### src/rtl/tl_pkg.sv
// TileLink-UL opcode enums and beat arithmetic shared by the ROM path blocks.
package tl_pkg;

    typedef enum logic [2:0] {
        PUT_FULL_DATA    = 3'd0,
        PUT_PARTIAL_DATA = 3'd1,
        ARITHMETIC_DATA  = 3'd2,
        LOGICAL_DATA     = 3'd3,
        GET              = 3'd4,
        INTENT           = 3'd5
    } tl_a_op_e;

    typedef enum logic [2:0] {
        ACCESS_ACK      = 3'd0,
        ACCESS_ACK_DATA = 3'd1
    } tl_d_op_e;

    localparam int unsigned BEAT_CNT_W = 8;

    // Beats-1 for a transfer of 2^size bytes on a bus of 2^beat_log2 bytes.
    function automatic logic [BEAT_CNT_W-1:0] tl_beats_m1(input int unsigned size,
                                                          input int unsigned beat_log2);
        if (size <= beat_log2) return '0;
        return BEAT_CNT_W'((32'd1 << (size - beat_log2)) - 32'd1);
    endfunction

endpackage

### src/rtl/tl_rom_beat_counter.sv
// Beat counter for TileLink bursts: index counts up from 0, last flags the final beat.
// Latency: index/last reflect a load or step from the following cycle.
// Backpressure: advances only on step; holds at the final beat once last is set.
module tl_rom_beat_counter
    import tl_pkg::*;
#(
    parameter int unsigned DataWidth = 64,
    parameter int unsigned SizeWidth = 3
) (
    input  logic                  clk_i,
    input  logic                  rst_ni,
    input  logic                  load,
    input  logic [SizeWidth-1:0]  size,
    input  logic                  step,
    output logic [BEAT_CNT_W-1:0] index,
    output logic                  last
);

    localparam int unsigned BeatLog2 = $clog2(DataWidth / 8);

    logic [BEAT_CNT_W-1:0] remain_q;

    always_ff @(posedge clk_i or negedge rst_ni) begin
        if (!rst_ni) begin
            remain_q <= '0;
            index    <= '0;
        end else if (load) begin
            remain_q <= tl_beats_m1(32'(size), BeatLog2);
            index    <= '0;
        end else if (step && !last) begin
            remain_q <= remain_q - BEAT_CNT_W'(1);
            index    <= index + BEAT_CNT_W'(1);
        end
    end

    assign last = (remain_q == '0);

endmodule

### src/rtl/tl_rom_device.sv
// TL-UL responder for a synchronous ROM; Get -> AccessAckData bursts, all else -> denied AccessAck.
// Latency: first D beat 2 cycles after A accept, then 1 beat per 2 cycles; optional TL_ROM_DEVICE_ADDR_CHECK_EN.
// Backpressure: one transaction in flight; D fields held while host_d_ready is low, A stalled outside IDLE/DRAIN.
module tl_rom_device
    import tl_pkg::*;
#(
    parameter int unsigned DataWidth   = 64,
    parameter int unsigned AddrWidth   = 56,
    parameter int unsigned SourceWidth = 1,
    parameter int unsigned SinkWidth   = 1,
    parameter int unsigned MaxSize     = 6,
    parameter int unsigned RomDepth    = 512,
    parameter int unsigned SizeWidth   = $clog2(MaxSize + 1),
    parameter int unsigned RomAddrW    = $clog2(RomDepth)
) (
    input  logic                   clk_i,
    input  logic                   rst_ni,
    input  logic                   host_a_valid,
    output logic                   host_a_ready,
    input  logic [2:0]             host_a_opcode,
    input  logic [2:0]             host_a_param,
    input  logic [SizeWidth-1:0]   host_a_size,
    input  logic [SourceWidth-1:0] host_a_source,
    input  logic [AddrWidth-1:0]   host_a_address,
    input  logic [DataWidth/8-1:0] host_a_mask,
    input  logic                   host_a_corrupt,
    input  logic [DataWidth-1:0]   host_a_data,
    output logic                   host_d_valid,
    input  logic                   host_d_ready,
    output logic [2:0]             host_d_opcode,
    output logic [2:0]             host_d_param,
    output logic [SizeWidth-1:0]   host_d_size,
    output logic [SourceWidth-1:0] host_d_source,
    output logic [SinkWidth-1:0]   host_d_sink,
    output logic                   host_d_denied,
    output logic                   host_d_corrupt,
    output logic [DataWidth-1:0]   host_d_data,
    output logic                   rom_req_o,
    output logic [RomAddrW-1:0]    rom_addr_o,
    input  logic [DataWidth-1:0]   rom_data_i
);

    localparam int unsigned BeatLog2 = $clog2(DataWidth / 8);
`ifdef TL_ROM_DEVICE_ADDR_CHECK_EN
    localparam int unsigned WordW = AddrWidth - BeatLog2;
`else
    localparam int unsigned WordW = RomAddrW;
`endif

    typedef enum logic [2:0] {IDLE, READ, RESP, DRAIN, ERR} state_e;

    state_e                  state_q, state_d;
    logic [SizeWidth-1:0]    size_q;
    logic [SourceWidth-1:0]  src_q;
    logic [WordW-1:0]        word_q;
    logic [WordW-1:0]        word_idx;
    logic [DataWidth-1:0]    data_q;
    logic                    alive_q, resp_first_q, oob_q, beat_oob;
    logic [BEAT_CNT_W-1:0]   beat_idx;
    logic                    beat_last, a_fire, d_fire, multi_beat, is_put;
    logic                    unused_sig;

    assign a_fire     = host_a_valid && host_a_ready;
    assign d_fire     = host_d_valid && host_d_ready;
    assign multi_beat = (tl_beats_m1(32'(host_a_size), BeatLog2) != '0);
    assign is_put     = (host_a_opcode == PUT_FULL_DATA) || (host_a_opcode == PUT_PARTIAL_DATA);
    assign word_idx   = word_q + WordW'(beat_idx);
    assign rom_addr_o = word_idx[RomAddrW-1:0];

`ifdef TL_ROM_DEVICE_ADDR_CHECK_EN
    assign beat_oob = (word_idx >= WordW'(RomDepth));
`else
    assign beat_oob = 1'b0;
`endif

    tl_rom_beat_counter #(
        .DataWidth (DataWidth),
        .SizeWidth (SizeWidth)
    ) u_beat_counter (
        .clk_i  (clk_i),
        .rst_ni (rst_ni),
        .load   (a_fire && (state_q == IDLE)),
        .size   (host_a_size),
        .step   ((state_q == RESP && d_fire) || (state_q == DRAIN && a_fire)),
        .index  (beat_idx),
        .last   (beat_last)
    );

    always_ff @(posedge clk_i or negedge rst_ni) begin
        if (!rst_ni) begin
            state_q      <= IDLE;
            alive_q      <= 1'b0;
            size_q       <= '0;
            src_q        <= '0;
            word_q       <= '0;
            data_q       <= '0;
            resp_first_q <= 1'b0;
            oob_q        <= 1'b0;
        end else begin
            state_q      <= state_d;
            alive_q      <= 1'b1;
            resp_first_q <= (state_q == READ);
            if (a_fire && state_q == IDLE) begin
                size_q <= host_a_size;
                src_q  <= host_a_source;
                word_q <= host_a_address[BeatLog2 +: WordW];
            end
            if (state_q == READ) oob_q <= beat_oob;
            // ROM data is only valid the cycle after the strobe; keep it for stalls.
            if (resp_first_q) data_q <= rom_data_i;
        end
    end

    always_comb begin
        state_d = state_q;
        case (state_q)
            IDLE: if (a_fire) begin
                if (host_a_opcode == GET)      state_d = READ;
                else if (is_put && multi_beat) state_d = DRAIN;
                else                           state_d = ERR;
            end
            READ:  state_d = RESP;
            RESP:  if (d_fire) state_d = beat_last ? IDLE : READ;
            DRAIN: if (beat_last) state_d = ERR;
            ERR:   if (d_fire) state_d = IDLE;
            default: state_d = IDLE;
        endcase
    end

    always_comb begin
        host_a_ready   = 1'b0;
        host_d_valid   = 1'b0;
        host_d_opcode  = ACCESS_ACK;
        host_d_denied  = 1'b0;
        host_d_corrupt = 1'b0;
        host_d_data    = '0;
        rom_req_o      = 1'b0;
        case (state_q)
            IDLE:  host_a_ready = alive_q;
            READ:  rom_req_o = !beat_oob;
            RESP: begin
                host_d_valid   = 1'b1;
                host_d_opcode  = ACCESS_ACK_DATA;
                host_d_denied  = oob_q;
                host_d_corrupt = oob_q;
                if (!oob_q) host_d_data = resp_first_q ? rom_data_i : data_q;
            end
            // The final Put beat was taken once last is set; stop accepting.
            DRAIN: host_a_ready = !beat_last;
            ERR: begin
                host_d_valid  = 1'b1;
                host_d_denied = 1'b1;
            end
            default: ;
        endcase
    end

    assign host_d_param  = '0;
    assign host_d_size   = size_q;
    assign host_d_source = src_q;
    assign host_d_sink   = '0;
    assign unused_sig    = ^{host_a_param, host_a_mask, host_a_corrupt, host_a_data, host_a_address};

endmodule
### config.mk
export PLATFORM = sky130hd
export DESIGN_NAME = tl_rom_device
export DESIGN_NICKNAME = d
export VERILOG_FILES = /design/src/rtl/tl_pkg.sv /design/src/rtl/tl_rom_beat_counter.sv /design/src/rtl/tl_rom_device.sv
export SDC_FILE = /design/constraint.sdc
export NUM_CORES = 1
export LEC_CHECK = 0
export ABC_AREA = 1
export CAP_MARGIN = 5
export CORE_UTILIZATION = 36
export DETAILED_ROUTE_END_ITERATION = 12
export GPL_TIMING_DRIVEN = 0
export HOLD_SLACK_MARGIN = 0.12
export PLACE_DENSITY = 0.78
export RECOVER_POWER = 25
export SLEW_MARGIN = 20
export SYNTH_ARGS = -nofsm -noshare
export SYNTH_HDL_FRONTEND = slang
export SYNTH_SLANG_ARGS = --single-unit
### constraint.sdc
create_clock -name clk_i -period 1.85 [get_ports clk_i]
set_input_delay 0.37 -clock clk_i [delete_from_list [all_inputs] [get_ports clk_i]]
set_output_delay 0.37 -clock clk_i [all_outputs]
set_load 0.02 [all_outputs]
==> results_dict.tcl, run 1 <==
set metrics [dict create \
    final_common_cell "inv_1" \
    cp.arrival_ns 2.10 \
    period_needed_ns 2.47 \
    skew_ns 0.0123 \
    post-synth-top-area-fraction_pct 45.5 \
    post-place-cells 1076 \
    worstReg2RegEnd "u_beat_counter.index[3]" \
    p_switching_mw 6.23 \
    ys_types 36 \
    leakage_nw 4.70 \
    path_class "flop to output pin" \
    core_um2 14600 \
    cp.required_ns 1.48 \
    grt_usage_pct 23.7 \
    drt_iter0_drc 308 \
    gr-total-overflow 0 \
    clock-sinks 98 \
    maxSlewHeadroom_pct 43.2 \
    min_from "host_a_size[1]" \
    die_x_um 124 \
    slew_viol_final 0 \
    rr_worst_depth 9 \
    stdcell_count 1173 \
    cap_violations 0 \
    synth_top_area_cell "dfrtp_1" \
    run_status "finished with violations" \
    gp_congestion 0.806 \
    numCtsBuffers 9 \
    async_flop_share_pct 100 \
    start_util_pct 36.9 \
    tightest_slew_ns 0.852 \
    finalSetupViolations 75 \
    ant_nets 0 \
    area_delta_synth_final_pct 82.3 \
    synth_seq_cells 98 \
    n_fill_cell 926 \
    dp_slack_ns -0.875 \
    setup_ws_ns -0.616 \
    port_buffers 165 \
    drive_gt1_share_pct 40.0 \
    r2r_start "state_q[2]" \
    cts_tree "done" \
    min_to "host_d_size[1]" \
    num_rows 44 \
    synth_warnings 0 \
    wl_per_cell_um 17.8 \
    drt_drc_violations_left 0 \
    cpPeakStageDelay_ns 0.40 \
    p_int_mw 7.82 \
    hp-class "input pin to flop" \
    cp_cell_sequence "ha_2, buf_4, buf_4, nand3_2, nand2_2, buf_6, a21oi_2, nor2_1, nor2_2, xor2_2, buf_6" \
    hold_viol_final 0 \
    vias 5928 \
    synth_edf_count 0 \
    dieHeight_um 124 \
    critPathBufInv 4 \
    grt_first_pass_wirelength_mm 29.1 \
    combPwrFrac_pct 58.3 \
    syn_inst 720 \
    syn_area_um2 5390 \
    r2r_slack_ns 0.06 \
    finalInstanceArea_um2 9820 \
    cpLargestDelayFamily "buffers and inverters" \
    clk_pin_slew_worst_paths_ns 0.07 \
    worstSkewPairLatency_ns 0.35 \
    diodes 0 \
    syn_avg_cell_area_um2 7.48 \
    endpoint_kind "output pin" \
    swShare_pct 44.3 \
    hold-path-cell-count 3 \
    fin_crit_sh_pct 133 \
    dieArea_um2 15500 \
    vdd_ir_drop_max_v 0.00123 \
    ys_top_cells_by_area "dfrtp_1, inv_1, nand2_1, o21ai_0, nor2_1" \
    max_freq_mhz 406 \
    grt_max_degree 68 \
    viasPerCell 5.05 \
    cts-root-buf "clkbuf_16" \
    synthFlopType "dfrtp_1" \
    seq_power_share_pct 27.6 \
    final_cell_mix "inv_1, nand2_1, buf_6, dfrtp_1, clkdlybuf4s50_1" \
    grt_pass1_vias 5804 \
    htreeDepth 3 \
    grt_antenna_before_repair 0 \
    dp_hpwl_mm 10.4 \
    ios 296 \
    routed_wirelength_mm 20.8 \
    grt_setup_unrepaired "yes" \
    p_per_area_nw_per_um2 1430 \
    finalNetCount 1207 \
    critPathLaunchType "flop" \
    cp_slowest_cell "dfrtp_1" \
    drt_pass1_iterations 5 \
    finish.utilization_pct 67.3 \
    clock_power_share_pct 14.1 \
    post_dp_cell_area_um2 7460 \
    crit_start "u_beat_counter.index[0]" \
    crit_fanout 3 \
    synth_seq_area_share_pct 45.5 \
    violations "setup timing" \
    clockBufferDepth 2 \
]
metal layers:
metal,vias up,track usage (%),share of wire [%]
li1,2708,-,-
met1,2825,26.9,36
met2,303,41.6,52
met3,92,4.90,6.1
met4,0,12.5,5.8
met5,-,0,0
cells in the mapped netlist (2+ instances only):
cell,instances
inv_1,164
nand2_1,137
dfrtp_1,98
nor2_1,82
o21ai_0,77
a21oi_1,20
nand3_1,20
clkbuf_1,17
ha_1,15
nand2_2,13
nand4_1,9
o21ai_1,9
buf_4,7
xnor2_1,7
nor3_1,6
xor2_1,6
inv_2,4
buf_2,3
nor3_2,3
buf_1,2
buf_6,2
conb_1,2
nand2_4,2
nor2_2,2
o211ai_1,2
sequential cells by signal, indices dropped and copies added, names as in the netlist:
signal                   flops
data_q                      64
word_q                       9
u_beat_counter.index         8
u_beat_counter.remain_q      8
host_d_size                  3
state_q                      3
alive_q                      1
host_d_source                1
resp_first_q                 1
area by class of cell:
type | instances | area, um2 | area share (%)
timing repair buffer | 248 | 2630 | 26.7
clock inverter | 7 | 80.1 | 0.816
clock buffer | 9 | 225 | 2.29
multi-input combinational | 428 | 3180 | 32.4
tap | 184 | 230 | 2.34
buffer | 30 | 365 | 3.72
inverter | 169 | 652 | 6.64
sequential | 98 | 2450 | 25.0
per-stage QoR:
step                      TNS [ns]  total power, mW  hold WS, ns
after floorplan              -5.19             6.84       0.0744
after global placement     -380.60             8.59        0.455
after detailed placement    -56.96             8.72        0.287
after CTS                   -22.56             12.7        0.302
after global routing        -30.53             14.8        0.276
final                       -26.83             14.0        0.274
cells by family after synthesis:
group | share of synthesized area (%)
simple gates | 22.6
buf+inv | 15.1
compound gates | 10.7
flops | 45.5
fa+ha+maj | 3.86
xor+xnor | 2.11
other cells | 0.139
worst min-delay path: stages:
cell and delay [ns]:
buf_6 0.11, inv_1 0.04, o21ai_1 0.06
power by group through the flow:
stage               clock, mW  sequential [mW]  combinational, mW
detailed placement          0             3.60               5.12
global placement            0             3.56               5.03
CTS                      1.99             3.71               6.95
floorplan                   0             3.54               3.30
finish                   1.98             3.88               8.18
global route             2.10             3.96               8.76
how the worst max path moves through the flow:
stage,end,slack [ns],cells after the start
2_1_floorplan,host_d_data[14],-0.11,6
3_3_place_gp,data_q[17],-3.34,1
3_5_place_dp,host_d_data[62],-0.88,6
4_1_cts,rom_addr_o[6],-0.60,9
5_1_grt,rom_addr_o[6],-0.73,8
6_report,rom_addr_o[5],-0.62,11
timing repair:
| action | in CTS | in global routing |
|---|---|---|
| resized for setup | 777 | 118 |
| pin swaps | 17 | 46 |
| setup buffers | 43 | 41 |
| endpoints found under the hold margin | 31 | 0 |
| gates cloned | 3 | 2 |
| endpoints found under the setup margin | 111 | 102 |
| hold buffers | 1 | 0 |
No activity file was read; power rests on OpenSTA's default activity.
==> inputs of run 2 (changes only) <==
--- a/config.mk
+++ b/config.mk
@@ -13,6 +13,7 @@
 export HOLD_SLACK_MARGIN = 0.12
 export PLACE_DENSITY = 0.78
 export RECOVER_POWER = 25
+export REMOVE_ABC_BUFFERS = 1
 export SLEW_MARGIN = 20
 export SYNTH_ARGS = -nofsm -noshare
 export SYNTH_HDL_FRONTEND = slang
==> constraint.sdc (replaced) <==
create_clock -name clk_i -period 1.85 [get_ports clk_i]
set_input_delay 0.37 -clock clk_i [delete_from_list [all_inputs] [get_ports clk_i]]
set_output_delay 0.37 -clock clk_i [all_outputs]
set_load 0.01 [all_outputs]
==> results_dict.tcl, run 2 (same netlist as run 1, synthesis figures left out) <==
set metrics [dict create \
    post-place-cells 1045 \
    maxSlewHeadroom_pct 16.4 \
    ant_nets 0 \
    finalInstanceArea_um2 9750 \
    power_mw 13.9 \
    htreeDepth 3 \
    dieHeight_um 124 \
    worstReg2RegEnd "u_beat_counter.remain_q[0]" \
    clk_pin_slew_worst_paths_ns 0.07 \
    final_cell_mix "inv_1, dfrtp_1, clkdlybuf4s50_1, nand2_1, buf_2" \
    numCtsBuffers 9 \
    dieArea_um2 15500 \
    grt_setup_unrepaired "yes" \
    drive_gt1_share_pct 45.2 \
    critPathLaunchType "flop" \
    n_fill_cell 998 \
    multiInputGateArea_um2 3410 \
    gp_congestion 0.849 \
    period_needed_ns 2.53 \
    clock-sinks 98 \
    crit_start "u_beat_counter.index[0]" \
    path_class "flop to output pin" \
    area_delta_synth_final_pct 81.0 \
    vdd_ir_drop_max_v 0.000972 \
    p_per_area_nw_per_um2 1420 \
    final_common_cell "inv_1" \
    drt_drc_violations_left 0 \
    finalNetCount 1187 \
    violations "setup timing" \
    wl_per_cell_um 18.9 \
    grt_max_degree 55 \
    cts-root-buf "clkbuf_16" \
    die_x_um 124 \
    reg_top3 "data_q (64), word_q (9)" \
    finish.utilization_pct 66.8 \
    core_um2 14600 \
    ios 296 \
    r2r_slack_ns -0.24 \
    drt_pass1_iterations 5 \
    slew_viol_final 0 \
    hp-class "input pin to flop" \
    grt_usage_pct 19.9 \
    endpoint_kind "output pin" \
    max_freq_mhz 396 \
    vias 5828 \
    leakage_nw 4.88 \
    hold_viol_final 0 \
    setup_ws_ns -0.677 \
    cts_tree "done" \
    cp.required_ns 1.48 \
    num_rows 44 \
    clockBufferDepth 2 \
    routed_wirelength_mm 21.9 \
    port_buffers 165 \
    rr_worst_depth 15 \
    grt_antenna_before_repair 1 \
    skew_ns 0.00989 \
    cap_violations 0 \
    r2r_start "state_q[0]" \
    largest_reg_flops 64 \
    viasPerCell 5.05 \
    fin_crit_sh_pct 137 \
    cp.arrival_ns 2.16 \
    gr-total-overflow 0 \
    stdcell_count 1154 \
    drt_iter0_drc 334 \
    start_util_pct 36.9 \
    largest_register "data_q" \
    run_status "finished with violations" \
    crit_end "rom_addr_o[8]" \
    tightest_slew_ns 1.25 \
    dp_hpwl_mm 9.86 \
    finalSetupViolations 108 \
    seqCellArea_um2 2460 \
    grt_pass1_vias 4744 \
    worstSkewPairLatency_ns 0.35 \
    post_dp_cell_area_um2 7180 \
    grt_first_pass_wirelength_mm 24.3 \
    dp_slack_ns -1.11 \
    crit_fanout 2 \
]
run 2: changes by cell type in the layout (fill, tap and decap cells not counted), sizes merged, moves of 3 or more:
cell | before | now
inv | 173 | 176
clkbuf | 22 | 19
buf | 180 | 153
dlymetal6s2s | 0 | 4
clkinv | 1 | 6
run 2: what timing repair did:
item	CTS	global route
hold endpoints to repair	44	0
hold buffers	1	0
pin swaps	11	121
gates cloned	3	20
setup buffers	12	59
resized for setup	304	493
setup endpoints to repair	109	110
run 2: worst min path at each step:
stage	start	endpoint	slack [ns]	depth (start not counted)
6_report	host_a_size[1]	host_d_size[1]	0.28	3
5_1_grt	host_a_size[1]	host_d_size[1]	0.28	3
4_1_cts	host_a_size[1]	host_d_size[1]	0.46	3
3_5_place_dp	rst_ni	u_beat_counter.remain_q[5]	0.33	1
3_3_place_gp	host_d_source	host_d_source	0.46	2
2_1_floorplan	rst_ni	alive_q	0.07	0
run 2: final cells by class:
class	count	area share [%]
diodes	1	0.0257
clock buffers	9	2.31
clock inverters	7	0.860
inverters	169	6.98
multi-input cells	428	35.0
flip-flops and latches	98	25.2
well taps	184	2.36
repair buffers	251	26.1
repair inverters	7	1.10
run 2: report_power, final:
group	internal, mW	switching, mW
Sequential	3.17	0.817
Clock	1.08	0.938
Combinational	3.68	4.20
run 2: worst max-delay path, stage by stage (launching register included):
cell	delay, ns
dfrtp_1	0.40
ha_2	0.23
inv_2	0.05
fa_2	0.39
o21ai_4	0.18
buf_4	0.14
buf_4	0.10
a21oi_1	0.06
xnor2_1	0.12
buf_2	0.15
run 2: per-stage QoR:
stage	hold slack, ns	TNS, ns
2_1_floorplan	0.0744	-108.37
3_3_place_gp	0.460	-617.91
3_5_place_dp	0.328	-43.53
4_1_cts	0.457	-22.92
5_1_grt	0.279	-30.16
6_report	0.282	-21.36
run 2: metal layers:
layer	part of all wire, %	track usage [%]
met1	38	25.9
met2	50	32.1
met3	6.8	4.51
met4	4.5	7.80
met5	0	0
==> inputs of run 3 (changes only) <==
--- a/config.mk
+++ b/config.mk
@@ -5,9 +5,8 @@
 export SDC_FILE = /design/constraint.sdc
 export NUM_CORES = 1
 export LEC_CHECK = 0
-export ABC_AREA = 1
 export CAP_MARGIN = 5
-export CORE_UTILIZATION = 36
+export CORE_UTILIZATION = 35
 export DETAILED_ROUTE_END_ITERATION = 12
 export GPL_TIMING_DRIVEN = 0
 export HOLD_SLACK_MARGIN = 0.12
==> results_dict.tcl, run 3 <==
set metrics [dict create \
    post-synth-top-area-fraction_pct 47.8 \
    gp_congestion 0.886 \
    synth_top_area_cell "dfrtp_1" \
    num_rows 43 \
    setup_tns_ns -27.63 \
    vias 4767 \
    dieArea_um2 15200 \
    synth_top_family_by_area "simple AND/OR/NAND/NOR gates" \
    multiInputGateArea_um2 3220 \
    synth_commonest_cells "dfrtp_1, and2_1, mux2_2, nand2_1, nor2_1" \
    largest_register "data_q" \
    ant_nets 0 \
    path_class "flop to output pin" \
    reg_top3 "data_q (64), word_q (9)" \
    setup_ws_ns -0.764 \
    viasPerCell 5.17 \
    grt_antenna_before_repair 5 \
    htreeDepth 3 \
    cap_violations 0 \
    ys_types 56 \
    critPathLaunchType "flop" \
    leakage_nw 4.14 \
    synth_warnings 0 \
    cp_cell_sequence "ha_4, nor2b_2, o21ai_2, a21oi_2, buf_4, o41ai_2, xnor2_1, buf_2" \
    cp.required_ns 1.48 \
    finalSetupViolations 91 \
    n_fill_cell 992 \
    synthAdderAreaFrac_pct 4.05 \
    period_needed_ns 2.61 \
    grt_usage_pct 23.8 \
    cp.arrival_ns 2.24 \
    synth_compound_area_share_pct 7.07 \
    yosys.area_share.simple_pct 19.5 \
    drt_iter0_drc 308 \
    hp-class "input pin to flop" \
    hold_viol_final 0 \
    die_x_um 123 \
    worstSkewPairLatency_ns 0.35 \
    final_common_cell "dfrtp_1" \
    numCtsBuffers 9 \
    synth_seq_cells 98 \
    routed_wirelength_mm 19.9 \
    cpLargestDelayFamily "compound AO/OA/AOI/OAI gates" \
    area_delta_synth_final_pct 76.4 \
    async_flop_share_pct 100 \
    endpoint_kind "output pin" \
    ios 296 \
    largest_reg_flops 64 \
    cp_slowest_cell "dfrtp_2" \
    cts_tree "done" \
    dieHeight_um 123 \
    port_buffers 165 \
    start_util_pct 36.4 \
    drive_gt1_share_pct 52.7 \
    syn_inst 479 \
    finalNetCount 957 \
    clk_pin_slew_worst_paths_ns 0.07 \
    synthMuxAreaShare_pct 14.4 \
    synth_seq_area_share_pct 47.8 \
    yosys.cell_count.top_type "dfrtp_1" \
    cts-root-buf "clkbuf_16" \
    drt_drc_violations_left 0 \
    grt_setup_unrepaired "yes" \
    max_freq_mhz 382 \
    drt_pass1_iterations 5 \
    slew_viol_final 0 \
    tightest_slew_ns 1.22 \
    synthXorXnorAreaFrac_pct 3.07 \
    cpPeakStageDelay_ns 0.47 \
    grt_max_degree 54 \
    p_per_area_nw_per_um2 1700 \
    clockBufferDepth 2 \
    ys_top_cells_by_area "dfrtp_1, mux2_2, and2_1, ha_1, nand2_1" \
    maxSlewHeadroom_pct 19.0 \
    violations "setup timing" \
    syn_area_um2 5130 \
    core_um2 14100 \
    critPathBufInv 2 \
    stdcell_count 922 \
    post-place-cells 803 \
    vdd_ir_drop_max_v 0.000600 \
    wl_per_cell_um 21.6 \
    syn_avg_cell_area_um2 10.7 \
    grt_first_pass_wirelength_mm 26.4 \
    crit_fanout 6 \
    run_status "finished with violations" \
    clock-sinks 98 \
    final_cell_mix "dfrtp_1, buf_6, clkdlybuf4s50_1, and2_4" \
    grt_pass1_vias 4775 \
    dp_hpwl_mm 10.1 \
    seqCellArea_um2 2460 \
    fin_crit_sh_pct 141 \
    gr-total-overflow 0 \
    synth_edf_count 0 \
    skew_ns 0.00605 \
    synthFlopType "dfrtp_1" \
]
run 3: changes by cell type after synthesis, sizes merged, moves of 9 or more:
cell / previous run / this run
and2: 1 / 67
o21ai: 86 / 16
nor2: 85 / 28
mux2: 0 / 64
nand3: 20 / 3
inv: 169 / 10
a21oi: 20 / 11
nand2: 152 / 47
run 3: final cells by class:
type | count | area share (%)
tap | 180 | 2.49
multi-input combinational | 349 | 35.6
clock inverter | 5 | 0.691
sequential | 98 | 27.2
clock buffer | 10 | 2.64
antenna | 4 | 0.111
timing repair buffer | 266 | 30.9
inverter | 10 | 0.442
run 3: metal layers:
layer  GRT usage (%)  part of all wire, %
met1            26.1                   39
met3            6.00                  6.9
met5               0                0.055
met2            43.9                   51
met4            9.04                  4.0
run 3: cells by family after synthesis:
logic type      count (synthesis)
compound gates                 54
xor+xnor                       18
fa+ha+maj                      16
buf+inv                        40
flops                          98
mux                            66
other cells                     2
simple gates                  185
run 3: worst paths after layout:
check                                         from                         end  cells after the start  slack, ns
max                        u_beat_counter.index[2]               rom_addr_o[8]                      8      -0.76
min                                 host_a_size[1]              host_d_size[1]                      4       0.36
max reg2reg                             state_q[0]  u_beat_counter.remain_q[3]                      7      -0.16
min reg2reg                         host_d_size[1]              host_d_size[1]                      2       0.49
max in group asynchronous                   rst_ni                resp_first_q                      3       0.20
min in group asynchronous                   rst_ni              host_d_size[2]                      2       0.81
run 3: stage by stage:
stage               instance area [um2]  hold slack, ns  util, %  setup slack [ns]  power [mW]
finish                             9050           0.357     64.2            -0.764        15.4
floorplan                          4990          0.0744        -            -0.778        6.65
CTS                                8480           0.335     60.2            -0.780        13.6
global route                       9050           0.375     64.2            -0.888        16.2
detailed placement                 6970           0.334     49.5             -1.25        9.23
global placement                   6870           0.467     48.7             -3.29        8.84
run 3: power by group:
part	internal [mW]	switching (mW)	leakage (nW)
registers	3.15	0.581	1.19
logic	5.74	4.01	2.80
clock network	1.09	0.852	0.142
run 3: worst reg2reg max path: cells and delay by family (launching register included):
kind	cells	cell delay, ns
DFF	1	0.44
AOI/OAI and AO/OA	2	0.54
and+or+nand+nor	1	0.18
xor gates and xnor gates	1	0.13
buffers and inverters	2	0.36
muxes	1	0.22
run 3: timing repair:
item                                    4_1_cts  5_1_grt
cloned                                       12        1
buffers inserted                             69       34
endpoints found under the setup margin      110       95
hold buffers                                  1        0
endpoints found under the hold margin        45        0
pin swaps                                    57       46
gates resized for setup                     494      159
